==> config.mk <==
export PLATFORM = sky130hd
export DESIGN_NAME = mem_wb_skid_buff_flat
export DESIGN_NICKNAME = d
export VERILOG_FILES = /design/src/rtl/mem_wb_skid_buff_pkg.sv /design/src/rtl/mem_wb_skid_buff_if.sv /design/src/rtl/mem_wb_skid_buff_pipe_slot.sv /design/src/rtl/mem_wb_skid_buff.sv /design/src/flat_wrapper.sv
export SDC_FILE = /design/constraint.sdc
export NUM_CORES = 1
export LEC_CHECK = 0
export BUFFER_PORTS_ARGS = -buffer_cell sky130_fd_sc_hd__buf_2
export CAP_MARGIN = 25
export CORE_ASPECT_RATIO = 0.6
export CORE_MARGIN = 2
export CORE_UTILIZATION = 45
export CTS_CLUSTER_SIZE = 12
export DETAILED_ROUTE_END_ITERATION = 12
export GPL_TIMING_DRIVEN = 0
export PLACE_DENSITY_LB_ADDON = 0.2
export SLEW_MARGIN = 40
export SYNTH_ARGS = -nofsm -noshare
export SYNTH_HDL_FRONTEND = slang
export SYNTH_SLANG_ARGS = --single-unit
==> constraint.sdc <==
create_clock -name clk -period 1.6 [get_ports clk]
set_clock_uncertainty 0.1 [all_clocks]
set_input_delay 0.48 -clock clk [delete_from_list [all_inputs] [get_ports clk]]
set_output_delay 0.48 -clock clk [all_outputs]
set_load 0.005 [all_outputs]
==> src/rtl/mem_wb_skid_buff_pkg.sv <==
// Shared definitions for the MEM/WB skid buffer: occupancy state encoding
// and default payload widths.
package mem_wb_skid_buff_pkg;

  typedef enum logic [1:0] {
    EMPTY = 2'd0,
    ONE   = 2'd1,
    FULL  = 2'd2
  } state_t;

  localparam int unsigned WB_SIZE_DEF = 4;
  localparam int unsigned DATA_W_DEF  = 32;
  localparam int unsigned ALU_W_DEF   = 16;
  localparam int unsigned REG_W_DEF   = 3;

endpackage

==> src/rtl/mem_wb_skid_buff_if.sv <==
// Memory-stage to writeback-stage handshake bundle carried through the
// MEM/WB skid buffer.
interface mem_wb_skid_buff_if
  import mem_wb_skid_buff_pkg::*;
#(
  parameter int unsigned WbSize = WB_SIZE_DEF,
  parameter int unsigned DataW  = DATA_W_DEF,
  parameter int unsigned AluW   = ALU_W_DEF,
  parameter int unsigned RegW   = REG_W_DEF
);
  logic              i_valid;
  logic              i_ready;
  logic [WbSize-1:0] i_WB;
  logic [DataW-1:0]  i_MemData;
  logic [AluW-1:0]   i_alu;
  logic [RegW-1:0]   i_Rdst;

  logic              o_valid;
  logic              o_ready;
  logic [WbSize-1:0] o_WB;
  logic [DataW-1:0]  o_MemData;
  logic [AluW-1:0]   o_alu;
  logic [RegW-1:0]   o_Rdst;
  logic [1:0]        o_count;

  // The buffer itself
  modport slave (
    input  i_valid, i_WB, i_MemData, i_alu, i_Rdst, o_ready,
    output i_ready, o_valid, o_WB, o_MemData, o_alu, o_Rdst, o_count
  );

  // Memory stage / writeback stage driving the buffer
  modport master (
    output i_valid, i_WB, i_MemData, i_alu, i_Rdst, o_ready,
    input  i_ready, o_valid, o_WB, o_MemData, o_alu, o_Rdst, o_count
  );

endinterface

==> src/rtl/mem_wb_skid_buff_pipe_slot.sv <==
// One payload register of the skid buffer: load enable plus synchronous
// active-low clear, updated on the falling clock edge.
module pipe_slot #(
  parameter int unsigned W = 55
) (
  input  logic         clk,
  input  logic         rst,
  input  logic         load,
  input  logic [W-1:0] d,
  output logic [W-1:0] q
);

  always_ff @(negedge clk) begin
    if (!rst)
      q <= '0;
    else if (load)
      q <= d;
  end

endmodule

==> src/rtl/mem_wb_skid_buff.sv <==
// MEM/WB pipeline buffer with a one-entry skid slot; the main slot drives the
// writeback outputs, the skid slot absorbs one instruction under back-pressure.
module mem_wb_skid_buff
  import mem_wb_skid_buff_pkg::*;
#(
  parameter int unsigned WbSize = WB_SIZE_DEF,
  parameter int unsigned DataW  = DATA_W_DEF,
  parameter int unsigned AluW   = ALU_W_DEF,
  parameter int unsigned RegW   = REG_W_DEF
) (
  input  logic                  clk,
  input  logic                  rst,
  input  logic                  flush,
  mem_wb_skid_buff_if.slave     bus
);

  localparam int unsigned SlotW = WbSize + DataW + AluW + RegW;

  state_t             state;
  logic               accept;
  logic               pop;
  logic               main_load;
  logic               skid_load;
  logic [SlotW-1:0]   in_word;
  logic [SlotW-1:0]   main_d;
  logic [SlotW-1:0]   main_q;
  logic [SlotW-1:0]   skid_q;
  logic [WbSize-1:0]  main_wb;

  assign in_word = {bus.i_WB, bus.i_MemData, bus.i_alu, bus.i_Rdst};

  // Flush suppresses every slot load, so a flushed edge captures nothing
  always_comb begin
    accept    = bus.i_valid & (state != FULL);
    pop       = (state != EMPTY) & bus.o_ready;
    main_load = 1'b0;
    skid_load = 1'b0;
    main_d    = in_word;
    if (!flush) begin
      unique case (state)
        EMPTY: main_load = accept;
        ONE: begin
          main_load = accept & pop;
          skid_load = accept & ~pop;
        end
        FULL: begin
          main_load = pop;
          main_d    = skid_q;
        end
        default: ;
      endcase
    end
  end

  always_ff @(negedge clk) begin
    if (!rst || flush) begin
      state <= EMPTY;
    end else begin
      unique case (state)
        EMPTY: if (accept) state <= ONE;
        ONE: begin
          if (accept && !pop)      state <= FULL;
          else if (pop && !accept) state <= EMPTY;
        end
        FULL:    if (pop) state <= ONE;
        default: state <= EMPTY;
      endcase
    end
  end

  pipe_slot #(.W(SlotW)) u_main (
    .clk  (clk),
    .rst  (rst),
    .load (main_load),
    .d    (main_d),
    .q    (main_q)
  );

  pipe_slot #(.W(SlotW)) u_skid (
    .clk  (clk),
    .rst  (rst),
    .load (skid_load),
    .d    (in_word),
    .q    (skid_q)
  );

  assign {main_wb, bus.o_MemData, bus.o_alu, bus.o_Rdst} = main_q;

  assign bus.i_ready = (state != FULL);
  assign bus.o_valid = (state != EMPTY);
  assign bus.o_count = state;
  // Stale slot contents stay visible except for the WB controls
  assign bus.o_WB    = (state != EMPTY) ? main_wb : '0;

endmodule

==> src/flat_wrapper.sv <==
// flat-port wrapper written by rule: the top's interface ports become plain ports
module mem_wb_skid_buff_flat import mem_wb_skid_buff_pkg::*;
#(
  parameter int unsigned WbSize = WB_SIZE_DEF,
  parameter int unsigned DataW  = DATA_W_DEF,
  parameter int unsigned AluW   = ALU_W_DEF,
  parameter int unsigned RegW   = REG_W_DEF
)
  (clk, rst, flush, bus_i_valid, bus_i_WB, bus_i_MemData, bus_i_alu, bus_i_Rdst, bus_o_ready, bus_i_ready, bus_o_valid, bus_o_WB, bus_o_MemData, bus_o_alu, bus_o_Rdst, bus_o_count);
  mem_wb_skid_buff_if #(.WbSize(WbSize), .DataW(DataW), .AluW(AluW), .RegW(RegW)) bus_i ();
  input  logic clk;
  input  logic rst;
  input  logic flush;
  input wire logic [$bits(bus_i.i_valid)-1:0] bus_i_valid;
  input wire logic [$bits(bus_i.i_WB)-1:0] bus_i_WB;
  input wire logic [$bits(bus_i.i_MemData)-1:0] bus_i_MemData;
  input wire logic [$bits(bus_i.i_alu)-1:0] bus_i_alu;
  input wire logic [$bits(bus_i.i_Rdst)-1:0] bus_i_Rdst;
  input wire logic [$bits(bus_i.o_ready)-1:0] bus_o_ready;
  output wire logic [$bits(bus_i.i_ready)-1:0] bus_i_ready;
  output wire logic [$bits(bus_i.o_valid)-1:0] bus_o_valid;
  output wire logic [$bits(bus_i.o_WB)-1:0] bus_o_WB;
  output wire logic [$bits(bus_i.o_MemData)-1:0] bus_o_MemData;
  output wire logic [$bits(bus_i.o_alu)-1:0] bus_o_alu;
  output wire logic [$bits(bus_i.o_Rdst)-1:0] bus_o_Rdst;
  output wire logic [$bits(bus_i.o_count)-1:0] bus_o_count;
  assign bus_i.i_valid = bus_i_valid;
  assign bus_i.i_WB = bus_i_WB;
  assign bus_i.i_MemData = bus_i_MemData;
  assign bus_i.i_alu = bus_i_alu;
  assign bus_i.i_Rdst = bus_i_Rdst;
  assign bus_i.o_ready = bus_o_ready;
  assign bus_i_ready = bus_i.i_ready;
  assign bus_o_valid = bus_i.o_valid;
  assign bus_o_WB = bus_i.o_WB;
  assign bus_o_MemData = bus_i.o_MemData;
  assign bus_o_alu = bus_i.o_alu;
  assign bus_o_Rdst = bus_i.o_Rdst;
  assign bus_o_count = bus_i.o_count;
  mem_wb_skid_buff #(.WbSize(WbSize), .DataW(DataW), .AluW(AluW), .RegW(RegW)) u_core (.clk(clk), .rst(rst), .flush(flush), .bus(bus_i));
endmodule
== Word-level counts from Yosys, hierarchy flattened ==
Index checks and enable logic that the tools add are counted.
Word-level totals
  register bits after elaboration: 112
  bits of input ports: 60
  output and inout bits: 59
Cells by class
  equal/unequal tests: 6
  mux-type cells: 12
  bitwise operators: 5
  reduce and logical (&&, ||, !) cells: 9
Operator list (count)
  $mux W55: 2
  $mux W2: 4
  $pmux W2 S3: 1
  $and A1 B1 Y1: 4
  $mux W4: 1
  $ne A2 B1 Y1 const B: 2
  $logic_not A1 Y1: 3
  $mux W1: 3
  $ne A3 B1 Y1 const B: 1
  $pmux W1 S3: 1
  $reduce_and A3 Y1: 1
  $eq A2 B1 Y1 const B: 1
  $eq A2 B2 Y1 const B: 1
  $logic_and A1 B1 Y1: 2
  $logic_not A2 Y1: 1
  $ne A2 B2 Y1 const B: 1
  $reduce_bool A2 Y1: 1
  $logic_or A1 B1 Y1: 1
  $not A1 Y1: 1

== Logic depth before layout (Yosys ltp) ==
  depth after elaboration: 7
  depth in mapped cells: 6
  mapped depth without buffers: 4

== Modules after synthesis ==
Synthesis repeated with hierarchy kept, for this count alone.
Second synthesis, totals
  cell total of the unflattened synthesis: 447
  area, all modules: 5187.5 sq um
By module, submodules not included
  pipe_slot: instances 2, cells an instance 178, area each 2134.5 sq um, sequential area each 1101.1 sq um
  mem_wb_skid_buff: instances 1, cells an instance 91, area each 918.4 sq um, sequential area each 40.0 sq um

==> flow_results.org <==
** Placement
- RD Place Congestion :: about 0.81
- Post-Place Cells :: 814
- Port buffering added 118 buffers.
- Hpwl dp :: 8590 um

** Finish
- The post-route netlist has about three fifths of its cells at a drive strength greater than 1.
- 0 antenna diodes ended up in the layout.
- Share of the core filled with cells in the final layout :: 86.0%
- From synthesis to final layout, the design area changed by 86.5%.
- Post-route insts no fill :: 985
- The final layout contains 901 nets.

** Critical path
- Element type at the critical path end :: output port
- The worst setup path is launched from a flop.
- Worst-path cell chain :: buf_6 -> nor2_4 -> nor2b_1 -> buf_2
- Data arrival time of the worst path :: 2.08 ns
- The largest single stage delay on the critical path is 0.36 ns.
- Worst Setup Path Type :: reg2out
- Along the worst path, the maximum fanout reaches 5.
- Slowest library cell on the worst path :: sky130_fd_sc_hd__dfxtp_4
- WP data required :: 1.02 ns
- In this run the register-to-register setup slack is -0.42 ns.

** Power
- Pwr per Cell Area :: 950 nW/um2
- Summing internal, switching and leakage power gives 8.63 mW.
- The analysis attributes to cell leakage a power of 4.29 nW.
- VDD sags by at most 0.000695 V.

** STA
- Max_slew headroom :: 47.7%
- For the pin with the worst max-slew slack, the measured transition is 0.784 ns.
- The final-report hold violation count was 0.
- Setup TNS :: -108.93 ns
- Setup violations remaining at the end of the flow were counted as ~170.
- Min setup slack post-route :: -1.06 ns
- Worst Hold Slack :: around 0.36 ns
- RSZ-0062 raised after global routing :: yes
- Final max-slew violation count :: 0

** Yosys
- The top cell type by area accounts for a little under half of the synthesized area.
- Count of synthesis-stage warnings from yosys :: 0
- Synthesis produced ~560 cells.
- Flop and latch count out of synthesis :: 112
- Area leader, netlist :: sky130_fd_sc_hd__dfxtp_1
- Register area share after synthesis :: 46.1%
- Yosys attributes the largest share of cell area to sky130_fd_sc_hd__dfxtp_1, sky130_fd_sc_hd__mux2i_1, sky130_fd_sc_hd__buf_4, sky130_fd_sc_hd__a211oi_1, sky130_fd_sc_hd__nand2_1.
- After synthesis, the mean cell area works out to between 8 and 9 um2.
- Synthesis produced a netlist with a net count of 617.
- The cell area that synthesis handed to floorplanning was slightly below 5000 um2.
- Post-synthesis cell type count :: 23

** Drt
- In the routed design, unresolved DRC markers number 0.
- Average via count per standard cell :: 5.50
- Iteration-0 DRC Markers :: 321
- In the final routed layout, each cell accounts on average for 19.6 um.
- The first detailed-routing pass ran for 5 iterations.
- Antenna Nets Post-Route :: 0
- Summed over all layers, the routed wires come to between 15000 and 20000 um.
- Vias :: 5417

** Floorplan
- Overall die width :: about 140 um
- Std cell rows :: 29
- Total I/O pin count :: between 100 and 150
- Once the floorplan was initialized, standard cells occupied between 40% and 50% of the core.
- Die Footprint :: 11700 um2
- After floorplanning, the core was sized to cover 10600 um2.
- Die Span Y :: 84.6 um

** Clock tree
- Hold Buf Count CTS :: 0
- Clock sink count :: 112
- Cts bufs inserted :: 9
- H-tree lvl count :: 3
- The cell sitting at the root of the clock tree is a sky130_fd_sc_hd__clkbuf_16.
- Insertion delay to the later sink of the worst-skew pair :: between 0.4 and 0.5 ns
- Max Buffers Root-to-Sink :: 2
- TritonCTS built the clock tree.
- Clock slew at the register clock pins of the worst setup and hold paths :: 0.05 ns

** Global route
- Number of antenna violations at the first check in global routing :: 0
- Wire length of the first global-routing pass :: between 20000 and 30000 um
- After global routing the overflow that remains totals 0.
- Across every metal layer, demand over resource in global routing totals 26.7%.
- Pin count of the biggest net entering global routing :: 17
- The number of global-route vias before repair is 5408.

** Outcome
- The checks that failed: setup timing.
- Status :: complete, but fails checks

** Hold path
- Path category of the worst min-delay check :: reg2reg

** Run
- Max-capacitance violation count :: 0
==> kinds of logic after synthesis <==
family	synth area share, %
AND/OR/NAND/NOR	14.7
AO/OA/AOI/OAI	14.9
flip-flops	46.1
buffers and inverters	12.7
multiplexers	11.5
XOR/XNOR	0.180
==> worst paths after layout <==
check                              from                  end  depth (start not counted)
setup / recovery  u_core.bus.o_count[1]          bus_o_WB[0]                          4
hold / removal      u_core.u_skid.q[17]  u_core.u_skid.q[17]                          2
hold reg to reg     u_core.u_skid.q[17]  u_core.u_skid.q[17]                          2
setup reg to reg  u_core.bus.o_count[1]  u_core.u_main.q[50]                          8
==> cell usage after synthesis <==
master / instances
sky130_fd_sc_hd__a2111oi_1: 1
sky130_fd_sc_hd__a211oi_1: 55
sky130_fd_sc_hd__a21oi_1: 55
sky130_fd_sc_hd__buf_2: 20
sky130_fd_sc_hd__buf_4: 59
sky130_fd_sc_hd__buf_6: 1
sky130_fd_sc_hd__clkbuf_1: 13
sky130_fd_sc_hd__dfxtp_1: 112
sky130_fd_sc_hd__inv_1: 4
sky130_fd_sc_hd__mux2i_1: 56
sky130_fd_sc_hd__nand2_1: 110
sky130_fd_sc_hd__nand2b_1: 2
sky130_fd_sc_hd__nand2b_4: 1
sky130_fd_sc_hd__nand3b_1: 1
sky130_fd_sc_hd__nor2_1: 56
sky130_fd_sc_hd__nor2b_1: 4
sky130_fd_sc_hd__nor3_1: 1
sky130_fd_sc_hd__nor3_4: 1
sky130_fd_sc_hd__o22a_1: 1
sky130_fd_sc_hd__o32ai_2: 1
sky130_fd_sc_hd__or2_1: 1
sky130_fd_sc_hd__or3_1: 1
sky130_fd_sc_hd__xor2_1: 1
==> state kept, by name, summed over array words and instances (netlist names) <==
register	cells
u_core.u_skid.q	55
u_core.u_main.q	55
u_core.bus.o_count	2
==> worst max-delay path: cells and delay by family (launching register included) <==
family / cells / cell delay [ns]
simple gates: 2 / 0.24
buf+inv: 2 / 0.26
flops: 1 / 0.36
==> metal layers <==
metal | routed length, um | up-vias | track usage (%)
li1 | - | 2416 | -
met1 | 7970 | 2649 | 31.3
met2 | 9460 | 286 | 45.9
met3 | 1270 | 66 | 8.10
met4 | 583 | 0 | 11.8
met5 | 0 | - | 0
==> cell type report <==
type | instances | area, um2
Clock inverter | 119 | 553
Timing Repair Buffer | 184 | 1800
Buffer | 71 | 840
Fill cell | 507 | 1480
Sequential cell | 112 | 2330
Multi-Input combinational cell | 348 | 3140
Inverter | 3 | 16.3
Clock buffer | 9 | 225
Tap cell | 139 | 174
==> stage by stage <==
step | setup WS (ns) | cell area (um2)
after floorplan | -0.766 | 5240
after CTS | -1.10 | 8380
after detailed placement | -1.17 | 6000
final | -1.06 | 9080
after global placement | -1.14 | 6000
after global routing | -1.10 | 9080
==> layout by cell type (no fill, tap or decap), types with 9 or more instances in the layout <==
cell,instances
sky130_fd_sc_hd__buf_2,63
sky130_fd_sc_hd__a21oi_2,54
sky130_fd_sc_hd__dfxtp_1,59
sky130_fd_sc_hd__buf_4,32
sky130_fd_sc_hd__a211oi_1,14
sky130_fd_sc_hd__nor2_1,22
sky130_fd_sc_hd__nand2_1,47
sky130_fd_sc_hd__dfxtp_2,45
sky130_fd_sc_hd__nor2_4,28
sky130_fd_sc_hd__buf_8,14
sky130_fd_sc_hd__buf_6,105
sky130_fd_sc_hd__a211oi_2,41
sky130_fd_sc_hd__inv_1,114
sky130_fd_sc_hd__nand2_2,9
sky130_fd_sc_hd__clkbuf_16,13
sky130_fd_sc_hd__nand2_4,54
sky130_fd_sc_hd__mux2i_1,55
sky130_fd_sc_hd__buf_12,23
==> where the power goes <==
group          internal [mW]  switching (mW)
Combinational          0.879           0.678
Sequential              2.96           0.123
Clock                   2.05            1.93
==> timing repair <==
item | CTS | global route
gates resized for setup | 262 | 195
buffers inserted | 36 | 22
setup endpoints to repair | 171 | 171
cloned | 12 | 4
pin swaps | 104 | 59
Note: power is estimated with default switching activity, not from simulation.
